File: src/rtl/response_encoder_if.sv
// Result/transmit bus bundle for response_encoder.
//   res_valid/res_data/res_opcode : ALU result strobe and payload
//   res_ready                     : result queue has room
//   tx_start/tx_data              : one-cycle byte request toward the UART
//   tx_busy                       : UART transmitter busy flag
// master = ALU/UART side, slave = encoder side.
interface response_encoder_if;
  logic       res_valid;
  logic [7:0] res_data;
  logic [1:0] res_opcode;
  logic       res_ready;
  logic       tx_busy;
  logic       tx_start;
  logic [7:0] tx_data;

  modport master (
    output res_valid, res_data, res_opcode, tx_busy,
    input  res_ready, tx_start, tx_data
  );

  modport slave (
    input  res_valid, res_data, res_opcode, tx_busy,
    output res_ready, tx_start, tx_data
  );
endinterface

File: src/rtl/response_encoder.sv
// Queues ALU results and serialises each one to the UART as a 4-byte frame:
// HEADER, {6'b0, opcode}, result, XOR checksum of the first three bytes.
//   clk        : system clock, rising edge
//   reset      : asynchronous, active-low
//   bus        : response_encoder_if.slave (result input + UART byte output)
//   overflow   : sticky, a result arrived while the queue was full
//   frame_busy : a frame is in progress
module response_encoder #(
  parameter logic [7:0]  HEADER     = 8'hA5,
  parameter int unsigned FIFO_DEPTH = 4
) (
  input  logic                      clk,
  input  logic                      reset,
  response_encoder_if.slave         bus,
  output logic                      overflow,
  output logic                      frame_busy
);

  localparam int unsigned PTR_W = (FIFO_DEPTH > 1) ? $clog2(FIFO_DEPTH) : 1;
  localparam int unsigned CNT_W = $clog2(FIFO_DEPTH + 1);
  localparam int unsigned IDX_W = 2;

  typedef struct packed {
    logic [1:0] opcode;
    logic [7:0] result;
  } entry_t;

  typedef enum logic [2:0] {
    S_IDLE,
    S_LOAD,
    S_SEND,
    S_WAIT_ACK,
    S_WAIT_DONE
  } state_e;

  state_e             state_q, state_d;
  logic [CNT_W-1:0]   count_q, count_d;
  logic [PTR_W-1:0]   wr_ptr_q, wr_ptr_d;
  logic [PTR_W-1:0]   rd_ptr_q, rd_ptr_d;
  logic [IDX_W-1:0]   idx_q, idx_d;
  entry_t             frame_q, frame_d;
  logic               tx_start_q, tx_start_d;
  logic [7:0]         tx_data_q, tx_data_d;
  logic               overflow_q, overflow_d;
  logic               frame_busy_q, frame_busy_d;
  logic               res_ready_q, res_ready_d;
  entry_t             mem_q [FIFO_DEPTH];

  logic               full_c;
  logic               push_c;
  logic               pop_c;

  // Byte i of the frame built from one queue entry.
  function automatic logic [7:0] frame_byte(input entry_t f, input logic [IDX_W-1:0] i);
    logic [7:0] op_byte;
    op_byte = {6'b0, f.opcode};
    case (i)
      2'd0:    frame_byte = HEADER;
      2'd1:    frame_byte = op_byte;
      2'd2:    frame_byte = f.result;
      default: frame_byte = HEADER ^ op_byte ^ f.result;
    endcase
  endfunction

  // Queue bookkeeping; fullness uses the pre-edge count so a same-cycle pop
  // never rescues a result that arrives while full.
  always_comb begin
    full_c      = (count_q == CNT_W'(FIFO_DEPTH));
    push_c      = bus.res_valid && !full_c;
    wr_ptr_d    = wr_ptr_q;
    rd_ptr_d    = rd_ptr_q;
    count_d     = count_q;
    overflow_d  = overflow_q | (bus.res_valid & full_c);
    if (push_c) wr_ptr_d = wr_ptr_q + PTR_W'(1);
    if (pop_c)  rd_ptr_d = rd_ptr_q + PTR_W'(1);
    case ({push_c, pop_c})
      2'b10:   count_d = count_q + CNT_W'(1);
      2'b01:   count_d = count_q - CNT_W'(1);
      default: count_d = count_q;
    endcase
    res_ready_d = (count_d < CNT_W'(FIFO_DEPTH));
  end

  // Frame sequencer: next state and next registered outputs.
  always_comb begin
    state_d      = state_q;
    idx_d        = idx_q;
    frame_d      = frame_q;
    pop_c        = 1'b0;
    case (state_q)
      S_IDLE: begin
        if (count_q != '0) state_d = S_LOAD;
      end
      S_LOAD: begin
        pop_c   = 1'b1;
        frame_d = mem_q[rd_ptr_q];
        idx_d   = '0;
        state_d = S_SEND;
      end
      S_SEND: begin
        state_d = S_WAIT_ACK;
      end
      S_WAIT_ACK: begin
        if (bus.tx_busy) state_d = S_WAIT_DONE;
      end
      S_WAIT_DONE: begin
        if (!bus.tx_busy) begin
          if (idx_q == IDX_W'(3)) begin
            state_d = S_IDLE;
          end else begin
            idx_d   = idx_q + IDX_W'(1);
            state_d = S_SEND;
          end
        end
      end
      default: begin
        state_d = S_IDLE;
      end
    endcase
    // tx_data only changes on entry to SEND, so it is stable for the whole byte.
    tx_start_d   = (state_d == S_SEND);
    tx_data_d    = (state_d == S_SEND) ? frame_byte(frame_d, idx_d) : tx_data_q;
    frame_busy_d = (state_d != S_IDLE);
  end

  // Control and output registers.
  always_ff @(posedge clk or negedge reset) begin
    if (!reset) begin
      state_q      <= S_IDLE;
      count_q      <= '0;
      wr_ptr_q     <= '0;
      rd_ptr_q     <= '0;
      idx_q        <= '0;
      frame_q      <= '0;
      tx_start_q   <= 1'b0;
      tx_data_q    <= 8'h00;
      overflow_q   <= 1'b0;
      frame_busy_q <= 1'b0;
      res_ready_q  <= 1'b1;
    end else begin
      state_q      <= state_d;
      count_q      <= count_d;
      wr_ptr_q     <= wr_ptr_d;
      rd_ptr_q     <= rd_ptr_d;
      idx_q        <= idx_d;
      frame_q      <= frame_d;
      tx_start_q   <= tx_start_d;
      tx_data_q    <= tx_data_d;
      overflow_q   <= overflow_d;
      frame_busy_q <= frame_busy_d;
      res_ready_q  <= res_ready_d;
    end
  end

  // Queue storage; contents are don't-care until written, so no reset.
  always_ff @(posedge clk) begin
    if (push_c) mem_q[wr_ptr_q] <= '{opcode: bus.res_opcode, result: bus.res_data};
  end

  assign bus.tx_start  = tx_start_q;
  assign bus.tx_data   = tx_data_q;
  assign bus.res_ready = res_ready_q;
  assign overflow      = overflow_q;
  assign frame_busy    = frame_busy_q;

endmodule

File: src/flat_wrapper.sv
// flat-port wrapper written by rule: the top's interface ports become plain ports
module response_encoder_flat 
#(
  parameter logic [7:0]  HEADER     = 8'hA5,
  parameter int unsigned FIFO_DEPTH = 4
)
  (clk, reset, overflow, frame_busy, bus_res_valid, bus_res_data, bus_res_opcode, bus_tx_busy, bus_res_ready, bus_tx_start, bus_tx_data);
  response_encoder_if bus_i ();
  input  logic clk;
  input  logic reset;
  output logic overflow;
  output logic frame_busy;
  input wire logic [$bits(bus_i.res_valid)-1:0] bus_res_valid;
  input wire logic [$bits(bus_i.res_data)-1:0] bus_res_data;
  input wire logic [$bits(bus_i.res_opcode)-1:0] bus_res_opcode;
  input wire logic [$bits(bus_i.tx_busy)-1:0] bus_tx_busy;
  output wire logic [$bits(bus_i.res_ready)-1:0] bus_res_ready;
  output wire logic [$bits(bus_i.tx_start)-1:0] bus_tx_start;
  output wire logic [$bits(bus_i.tx_data)-1:0] bus_tx_data;
  assign bus_i.res_valid = bus_res_valid;
  assign bus_i.res_data = bus_res_data;
  assign bus_i.res_opcode = bus_res_opcode;
  assign bus_i.tx_busy = bus_tx_busy;
  assign bus_res_ready = bus_i.res_ready;
  assign bus_tx_start = bus_i.tx_start;
  assign bus_tx_data = bus_i.tx_data;
  response_encoder #(.HEADER(HEADER), .FIFO_DEPTH(FIFO_DEPTH)) u_core (.clk(clk), .reset(reset), .bus(bus_i), .overflow(overflow), .frame_busy(frame_busy));
endmodule
File: config.mk
export PLATFORM = sky130hd
export DESIGN_NAME = response_encoder_flat
export DESIGN_NICKNAME = d
export VERILOG_FILES = /design/src/rtl/response_encoder_if.sv /design/src/rtl/response_encoder.sv /design/src/flat_wrapper.sv
export SDC_FILE = /design/constraint.sdc
export NUM_CORES = 1
export LEC_CHECK = 0
export CAP_MARGIN = 20
export CELL_PAD_IN_SITES_DETAIL_PLACEMENT = 0
export CELL_PAD_IN_SITES_GLOBAL_PLACEMENT = 1
export CORE_MARGIN = 1.5
export CORE_UTILIZATION = 52
export CTS_BUF_LIST = sky130_fd_sc_hd__clkbuf_16
export DETAILED_ROUTE_END_ITERATION = 8
export GPL_TIMING_DRIVEN = 0
export PLACE_DENSITY_LB_ADDON = 0.1
export SYNTH_ARGS = -nofsm -noshare
export SYNTH_HDL_FRONTEND = slang
export SYNTH_SLANG_ARGS = --single-unit
File: constraint.sdc
create_clock -name clk -period 4.38 [get_ports clk]
set_clock_uncertainty 0.05 [all_clocks]
set_input_delay 0.876 -clock clk [delete_from_list [all_inputs] [get_ports clk]]
set_output_delay 0.876 -clock clk [all_outputs]
set_load 0.005 [all_outputs]
==> flow_metrics.tcl, run 1 <==
set metrics [dict create \
    hp-start "u_core.overflow$_DFF_PN0_" \
    crit_family "adder cells" \
    peakVddDrop_mv 0.375 \
    yosys.area_share.simple 0.0886 \
    yosysTopAreaCellShare 0.388 \
    drv_slew 0 \
    endpoint "u_core.bus.res_ready$_DFF_PN1_" \
    r2r-start "u_core.count_q[0]$_DFFE_PN0N_" \
    whs_ps 430 \
    post-route-period-util 0.657 \
    numCtsBuffers 9 \
    core-area_mm2 0.00561 \
    initial_utilization 0.552 \
    synth_top_area_cell "edfxtp_1" \
    wl_per_cell_um 15.8 \
    antenna_found_initial 0 \
    synth_fp_nets 220 \
    yosysUniqueCellTypes 42 \
    track_usage 0.181 \
    path_depth 9 \
    drv_cap 0 \
    ys_ff_latch 74 \
    ant_nets 0 \
    seq_area_frac_synth 0.664 \
    drive_gt1_frac 0.174 \
    r2r_cells 9 \
    post_cts_buffers 0 \
    synthXorXnorAreaFrac 0.0340 \
    fin_nets 256 \
    synth_mux_area_frac 0.112 \
    via_per_inst 5.16 \
    synthAdderAreaFrac 0.0267 \
    crit_buf_inv 3 \
    die_area_mm2 0.00642 \
    clock_path_buffers 2 \
    cp_common_cell "inv_1" \
    io_buffers 25 \
    htree_num_levels 3 \
    worstPathRequired_ps 4580 \
    power_density_mw_per_mm2 739 \
    setup_violations 0 \
    dpl.cell_count 297 \
    cpMaxStageDelayCell "clkdlybuf4s50_1" \
    grt_max_degree 35 \
    critical_path_class "input pin to register" \
    cp-start-kind "input pin" \
    synth_top_family_by_area "multiplexers" \
    io_pins 26 \
    clock-sinks 74 \
    grt_pass1_wl_um 8350 \
    synth_flop_cell "edfxtp_1" \
    route.vias.total 1615 \
    drt-initial-drc-count 66 \
    stdcell_area_mm2 0.00375 \
    dieHeight_um 80.1 \
    cts_resized 0 \
    rsz0062_at_grt "false" \
    placed_cell_area_mm2 0.00343 \
    dp_hpwl_um 3310 \
    syn_to_final_growth_pct 21.2 \
    routed_wl_um 4950 \
    min_period_ps 2880 \
    synth_area_leaders "edfxtp_1 (39%), dfrtp_1 (27%), mux4_1 (4.2%)" \
    yosys-top-cells-count "edfxtp_1 (40), dfrtp_1 (33), nand2_1 (27), inv_1 (7), xnor2_1 (7)" \
    rrSetupSlack_ps 2010 \
    path_clk_slew_ps 60 \
    power.leakage_nw 1.49 \
    die_w_um 80.1 \
    cpPeakStageDelay_ps 470 \
    core.rowCount 27 \
    hp-class "register to register" \
    worstPathCellList "clkdlybuf4s50_1 > a21boi_1 > inv_1 > ha_1 > fa_1 > xnor2_1 > nor2_1 > xor2_1 > inv_1" \
    rr_endpoint "u_core.bus.res_ready$_DFF_PN1_" \
    synth_most_common_cell "edfxtp_1" \
    worst_setup_path_end_kind "register" \
    max-slew-margin-rel 0.496 \
    postLayoutCoreUtil 0.668 \
    cts_hold_buffers 0 \
    synth-edff-count 40 \
    cts_tree "done" \
    worst_pin_slew_ps 756 \
    root_buffer "clkbuf_16" \
    grt.overflow.total 0 \
    status "completed" \
    antenna_cells 0 \
    hold_viol_final 0 \
    syn_area_mm2 0.00309 \
    first_pass_iters 4 \
    synthCells 200 \
    synth-async-reset-ratio 0.459 \
    place.gp.congestion 0.778 \
    critical_path_peak_fanout 8 \
    syn_avg_cell_area_um2 15.5 \
    setup-tns-final_ps 0 \
    yosysWarningCount 0 \
    grt_pass1_vias 1704 \
    timing.fmax_ghz 0.347 \
    instances_no_fill 313 \
    synth_compound_area_frac 0.0413 \
    clk_latency_ps 320 \
    startpoint "bus_res_valid" \
    worstPathArrival_ps 3080 \
    drcViolationCount 0 \
]
## sequential cells by signal (all words and copies together), names as in the netlist, 2 cells and up, named ones only
name and count:
u_core.rd_ptr_q 2, u_core.bus.tx_data 8, u_core.mem_q 40, u_core.idx_q 2, u_core.count_q 2, u_core.wr_ptr_q 2
u_core.frame_q 10, u_core.state_q 3
## power breakdown
part / internal (mW) / total, mW / switching, mW
registers: 0.978 / 1.08 / 0.0999
logic: 0.487 / 0.926 / 0.439
clock network: 0.497 / 0.764 / 0.267
## placed cells by master, fill, tap and decap left out, types with 2 or more instances in the layout
master,instances
a31oi_1,2
ha_1,5
inv_1,7
mux2_4,3
edfxtp_1,40
dfrtp_1,33
nor2_1,6
o22ai_1,2
nand2b_1,3
a21oi_1,2
mux4_2,5
nor2b_1,3
o21ai_1,4
clkdlybuf4s50_1,24
buf_4,2
o21ai_0,6
and2_1,4
mux2_2,5
bufinv_16,2
nand2_1,27
xor2_1,5
xnor2_1,7
buf_2,5
mux4_1,5
clkbuf_16,9
clkinv_4,3
## per-stage QoR
| step | power, mW | worst slack (ps) |
|---|---|---|
| after floorplan | 1.73 | 1900 |
| after global placement | 1.98 | 1300 |
| after detailed placement | 2.02 | 1160 |
| after CTS | 2.81 | 1500 |
| after global routing | 2.95 | 1360 |
| final | 2.77 | 1500 |
## how the worst min path moves through the flow
stage | to | cells after the start
2_1_floorplan | u_core.frame_q[3]$_DFF_PN0_ | 2
3_3_place_gp | u_core.overflow$_DFF_PN0_ | 1
3_5_place_dp | u_core.overflow$_DFF_PN0_ | 1
4_1_cts | u_core.overflow$_DFF_PN0_ | 1
5_1_grt | u_core.frame_q[8]$_DFF_PN0_ | 1
6_report | u_core.overflow$_DFF_PN0_ | 1
## worst register-to-register path, delay by kind of cell (launching register included)
| kind | cells | cell delay [ps] |
|---|---|---|
| xor+xnor | 2 | 340 |
| compound gates | 1 | 460 |
| fa+ha+maj | 2 | 630 |
| flops | 1 | 440 |
| simple gates | 2 | 220 |
| buf+inv | 2 | 160 |
## per-layer routing
layer  vias to the layer above  track usage  wire length (µm)  share of wire
li1                        794            -                 -              -
met5                         -            0                 0              0
met1                       780        0.234              2100           0.42
met3                         4       0.0318               179          0.036
met2                        37        0.300              2620           0.53
met4                         0       0.0828                48         0.0097
## final cells by class
class | instances | area (µm²)
fill | 423 | 1860
clock inverter | 7 | 93.8
timing repair buffer | 25 | 245
inverter | 8 | 35.0
buffer | 9 | 70.1
multi-input combinational | 109 | 935
sequential | 74 | 2050
clock buffer | 9 | 225
tap | 72 | 90.1
## kinds of logic after synthesis
family / after synthesis
flip-flops: 74
AND/OR/NAND/NOR: 52
XOR/XNOR: 12
buffers and inverters: 17
adder cells (fa/ha/maj): 6
AO/OA/AOI/OAI: 21
multiplexers: 18
No activity file was read; power rests on OpenSTA's default activity.
==> run 2, diff against run 1 <==
--- a/config.mk
+++ b/config.mk
@@ -9,7 +9,7 @@
 export CELL_PAD_IN_SITES_DETAIL_PLACEMENT = 0
 export CELL_PAD_IN_SITES_GLOBAL_PLACEMENT = 1
 export CORE_MARGIN = 1.5
-export CORE_UTILIZATION = 52
+export CORE_UTILIZATION = 43
 export CTS_BUF_LIST = sky130_fd_sc_hd__clkbuf_16
 export DETAILED_ROUTE_END_ITERATION = 8
 export GPL_TIMING_DRIVEN = 0
==> constraint.sdc (replaced) <==
create_clock -name clk -period 2.34 [get_ports clk]
set_clock_uncertainty 0.05 [all_clocks]
set_input_delay 0.468 -clock clk [delete_from_list [all_inputs] [get_ports clk]]
set_output_delay 0.468 -clock clk [all_outputs]
set_load 0.005 [all_outputs]
==> run 2 against run 1 <==
Effect of this change:
- cell count increased by 9.3%
- register-to-register slack got worse by 1900 ps
- sequential power increased by 88%
- flip-flop and latch count unchanged
- worst hold slack got worse by 260 ps
- global-route usage decreased by 3.4 points
- clock-buffer cell count unchanged
- wire length increased by 1.7%
- critical path type is now register to register
- largest power group unchanged
- highest routed layer unchanged
==> flow_metrics.tcl, run 2 (synthesis results as in run 1) <==
set metrics [dict create \
    status "completed" \
    route.vias.total 1650 \
    track_usage 0.147 \
    power_mw 5.18 \
    initial_utilization 0.450 \
    first_pass_iters 4 \
    core.rowCount 30 \
    cp-start-kind "register" \
    antenna_cells 0 \
    numCtsBuffers 9 \
    drv_slew 0 \
    htree_num_levels 3 \
    grt_pass1_wl_um 8410 \
    antenna_found_initial 0 \
    via_per_inst 4.82 \
    whs_ps 173 \
    worst_pin_slew_ps 771 \
    multi_input_area_um2 958 \
    setup-tns-final_ps 0 \
    dpl.cell_count 321 \
    worst_setup_path_end_kind "register" \
    setup_violations 0 \
    worstPathRequired_ps 2490 \
    io_buffers 25 \
    met2_length_um 2590 \
    power.leakage_nw 1.51 \
    min_period_ps 2260 \
    place.gp.congestion 0.691 \
    fin_nets 261 \
    dp_hpwl_um 3360 \
    clock_path_buffers 2 \
    wl_met1_um 2230 \
    mostFrequentLayoutCells "edfxtp_1 (40), dfrtp_1 (32), nand2_1 (27), clkdlybuf4s50_1 (24)" \
    placed_cell_area_mm2 0.00346 \
    die_area_mm2 0.00771 \
    worstPathArrival_ps 2410 \
    instances_no_fill 342 \
    hp-class "input pin to async pin" \
    largest-register "u_core.mem_q" \
    routed_wl_um 5030 \
    io_pins 26 \
    die_w_um 87.8 \
    drt-initial-drc-count 39 \
    highest_layer "met4" \
    stdcell_area_mm2 0.00383 \
    drive_gt1_frac 0.199 \
    met3WireLength_um 180 \
    dieHeight_um 87.8 \
    power_density_mw_per_mm2 1350 \
    drv_cap 0 \
    ant_nets 0 \
    largest_register_ffs 40 \
    grt_max_degree 35 \
    clock-sinks 74 \
    clk_latency_ps 320 \
    peakVddDrop_mv 0.538 \
    timing.fmax_ghz 0.443 \
    critical_path_peak_fanout 10 \
    seqCellArea_mm2 0.00205 \
    wl_per_cell_um 14.7 \
    path_clk_slew_ps 60 \
    core-area_mm2 0.00687 \
    syn_to_final_growth_pct 23.7 \
    critical_path_class "register to register" \
    post-route-period-util 0.965 \
    root_buffer "clkbuf_16" \
    cts_tree "done" \
    hold_viol_final 0 \
    fillers 569 \
    max-slew-margin-rel 0.486 \
    drcViolationCount 0 \
    grt.overflow.total 0 \
    grt_pass1_vias 1745 \
    layout_commonest_cell "edfxtp_1" \
]
==> run 2: metrics by stage <==
| stage | util | worst slack [ps] |
|---|---|---|
| 3_3_place_gp | 0.504 | -369 |
| 5_1_grt | 0.557 | -14.3 |
| 3_5_place_dp | 0.503 | -438 |
| 4_1_cts | 0.548 | 2.94 |
| 2_1_floorplan | - | 147 |
| 6_report | 0.557 | 82.4 |
==> run 2: final timing paths <==
path	from	endpoint	slack, ps	cells past startpoint
min in group clk	u_core.overflow$_DFF_PN0_	u_core.overflow$_DFF_PN0_	430	1
hold reg to reg	u_core.overflow$_DFF_PN0_	u_core.overflow$_DFF_PN0_	430	1
max in group asynchronous	reset	u_core.state_q[0]$_DFF_PN0_	1530	1
setup / recovery	u_core.state_q[1]$_DFF_PN0_	u_core.count_q[1]$_DFFE_PN0N_	80	8
setup reg to reg	u_core.state_q[1]$_DFF_PN0_	u_core.count_q[1]$_DFFE_PN0N_	80	8
hold / removal	reset	u_core.bus.tx_start$_DFF_PN0_	170	1
==> run 2: layer usage <==
metal | vias to the layer above | global-route usage
li1 | 803 | -
met1 | 815 | 0.183
met2 | 30 | 0.246
met3 | 2 | 0.0396
met4 | 0 | 0.0606
met5 | - | 0
==> run 2: layout make-up <==
| class | count | area share |
|---|---|---|
| Timing Repair Buffer | 31 | 0.0759 |
| Clock inverter | 7 | 0.0186 |
| Inverter | 8 | 0.00916 |
| Buffer | 8 | 0.0186 |
| Multi-Input combinational cell | 109 | 0.250 |
| Sequential cell | 74 | 0.537 |
| Tap cell | 96 | 0.0314 |
| Clock buffer | 9 | 0.0589 |
==> run 2: where the power goes <==
group / internal, mW / leakage [nW] / switching, mW / total (mW)
registers: 1.83 / 0.775 / 0.201 / 2.03
logic: 0.988 / 0.589 / 0.839 / 1.83
clock network: 0.824 / 0.149 / 0.495 / 1.32
total: 3.64 / 1.51 / 1.53 / 5.18
==> run 2: worst max-delay path: stages, from the launching register on <==
cell      delay (ps)
dfrtp_1          360
buf_4            170
or3b_1           400
buf_6            150
clkinv_4          60
buf_12           130
ha_4             140
fa_1             400
mux2_2           270
==> run 2: timing repair <==
| action | 4_1_cts | 5_1_grt |
|---|---|---|
| hold buffers | 0 | 0 |
| gates cloned | 0 | 0 |
| pin swaps | 0 | 1 |
| hold endpoints to repair | 0 | 0 |
| resized for setup | 2 | 6 |
| endpoints found under the setup margin | 3 | 3 |
| buffers inserted | 0 | 6 |
==> run 3, diff against run 2 <==
--- a/config.mk
+++ b/config.mk
@@ -6,7 +6,7 @@
 export NUM_CORES = 1
 export LEC_CHECK = 0
 export CAP_MARGIN = 20
-export CELL_PAD_IN_SITES_DETAIL_PLACEMENT = 0
+export CELL_PAD_IN_SITES_DETAIL_PLACEMENT = 1
 export CELL_PAD_IN_SITES_GLOBAL_PLACEMENT = 1
 export CORE_MARGIN = 1.5
 export CORE_UTILIZATION = 43
==> run 3 against run 2 <==
Effect of this change:
- global-route usage is 1.6 points higher
- combinational power hardly changed
- fmax hardly changed
- flip-flop and latch count stayed put
- largest power group unchanged
==> flow_metrics.tcl, run 3 (synthesis results as in run 1) <==
set metrics [dict create \
    status "completed" \
    io_buffers 25 \
    htree_num_levels 3 \
    timing.fmax_ghz 0.443 \
    grt.overflow.total 0 \
    cp-start-kind "register" \
    worstPathArrival_ps 2420 \
    fin_nets 262 \
    root_buffer "clkbuf_16" \
    dp_hpwl_um 3830 \
    drt-initial-drc-count 56 \
    die_area_mm2 0.00771 \
    hold_viol_final 0 \
    multi_input_area_um2 948 \
    clock-sinks 74 \
    cts_tree "done" \
    layout_commonest_cell "edfxtp_1" \
    antenna_cells 0 \
    post-route-period-util 0.964 \
    power_mw 5.17 \
    wl_per_cell_um 16.5 \
    clock_path_buffers 2 \
    peakVddDrop_mv 0.570 \
    route.vias.total 1691 \
    routed_wl_um 5650 \
    min_period_ps 2260 \
    track_usage 0.163 \
    largest_register_ffs 40 \
    initial_utilization 0.450 \
    place.gp.congestion 0.691 \
    io_pins 26 \
    core-area_mm2 0.00687 \
    ant_nets 0 \
    drv_slew 0 \
    mostFrequentLayoutCells "edfxtp_1 (40), dfrtp_1 (31), nand2_1 (27), clkdlybuf4s50_1 (24), buf_4 (10)" \
    syn_to_final_growth_pct 23.0 \
    die_w_um 87.8 \
    path_clk_slew_ps 60 \
    setup_violations 0 \
    cts_hold_buffers 0 \
    numCtsBuffers 9 \
    cpMaxStageDelayCell "dfrtp_2" \
    core.rowCount 30 \
    grt_pass1_vias 1798 \
    power_density_mw_per_mm2 1360 \
    antenna_found_initial 0 \
    drcViolationCount 0 \
    rrSetupSlack_ps 80 \
    hp-class "input pin to async pin" \
    drive_gt1_frac 0.215 \
    worst_setup_path_end_kind "register" \
    max-slew-margin-rel 0.495 \
    worstPathRequired_ps 2500 \
    seqCellArea_mm2 0.00206 \
    via_per_inst 4.93 \
    clk_latency_ps 320 \
    grt_max_degree 35 \
    power.leakage_nw 1.49 \
    worstPathCellList "or3b_1 > buf_4 > clkinv_4 > buf_12 > ha_2 > fa_1 > mux2_2" \
    critical_path_peak_fanout 10 \
    first_pass_iters 4 \
    drv_cap 0 \
    fillers 652 \
    whs_ps 163 \
    cpPeakStageDelay_ps 450 \
    grt_pass1_wl_um 9300 \
    postLayoutCoreUtil 0.554 \
    worst_pin_slew_ps 757 \
    largest-register "u_core.mem_q" \
    dieHeight_um 87.8 \
    critical_path_class "register to register" \
]
-- run 3: cell types whose count changed in the layout (fill, tap and decap cells not counted) --
cell / delta
ha_4: -1
clkinvlp_4: +2
clkinv_2: +1
dfrtp_2: +1
bufinv_16: -1
buf_6: -1
dfrtp_1: -1
ha_2: +1
buf_4: +2
inv_1: -2
-- run 3: worst paths after layout --
kind,from,end,depth (start not counted)
worst max-delay path,u_core.state_q[1]$_DFF_PN0_,u_core.count_q[1]$_DFFE_PN0N_,7
worst min-delay path,reset,u_core.frame_q[2]$_DFF_PN0_,1
worst max register to register,u_core.state_q[1]$_DFF_PN0_,u_core.count_q[1]$_DFFE_PN0N_,7
worst min register to register,u_core.frame_q[4]$_DFF_PN0_,u_core.frame_q[4]$_DFF_PN0_,2
max in group asynchronous,reset,u_core.state_q[0]$_DFF_PN0_,1
min in group clk,u_core.frame_q[4]$_DFF_PN0_,u_core.frame_q[4]$_DFF_PN0_,2
-- run 3: metrics by stage --
step                      std cells  setup slack [ps]  setup TNS, ps  instance area (µm²)
after floorplan                 200               147              0                 3090
after global placement          321              -369          -1570                 3460
after detailed placement        321              -562          -7450                 3460
after CTS                       336              11.3              0                 3750
after global routing            343             -15.4          -15.4                 3800
final                           343              83.2              0                 3800
-- run 3: area by class of cell --
type | count | area share
inverter | 8 | 0.00921
multi-input combinational | 109 | 0.249
tap | 96 | 0.0316
sequential | 74 | 0.540
clock inverter | 7 | 0.0141
buffer | 7 | 0.0158
timing repair buffer | 33 | 0.0803
clock buffer | 9 | 0.0592
-- run 3: report_power, final --
part / leakage (nW) / internal (mW) / switching, mW
Clock: 0.128 / 0.722 / 0.537
Sequential: 0.774 / 1.83 / 0.221
Combinational: 0.590 / 0.990 / 0.861
-- run 3: critical path, delay by kind of cell, from the launching register on --
family	cells	cell delay [ps]
AND/OR/NAND/NOR	1	390
adder cells (fa/ha/maj)	2	610
buffers and inverters	3	370
flip-flops	1	450
multiplexers	1	260
-- run 3: layer usage --
layer  vias to the layer above  share of wire  GRT usage
met5                         -              0          0
met4                         0          0.011     0.0649
met3                         7          0.027     0.0292
met2                        28           0.51      0.270
met1                       844           0.45      0.215
li1                        812              -          -
-- run 3: timing repair --
action	in CTS	in global routing
buffers inserted	0	8
endpoints found under the hold margin	0	0
gates resized for setup	3	2
pin swaps	0	1
endpoints found under the setup margin	3	3
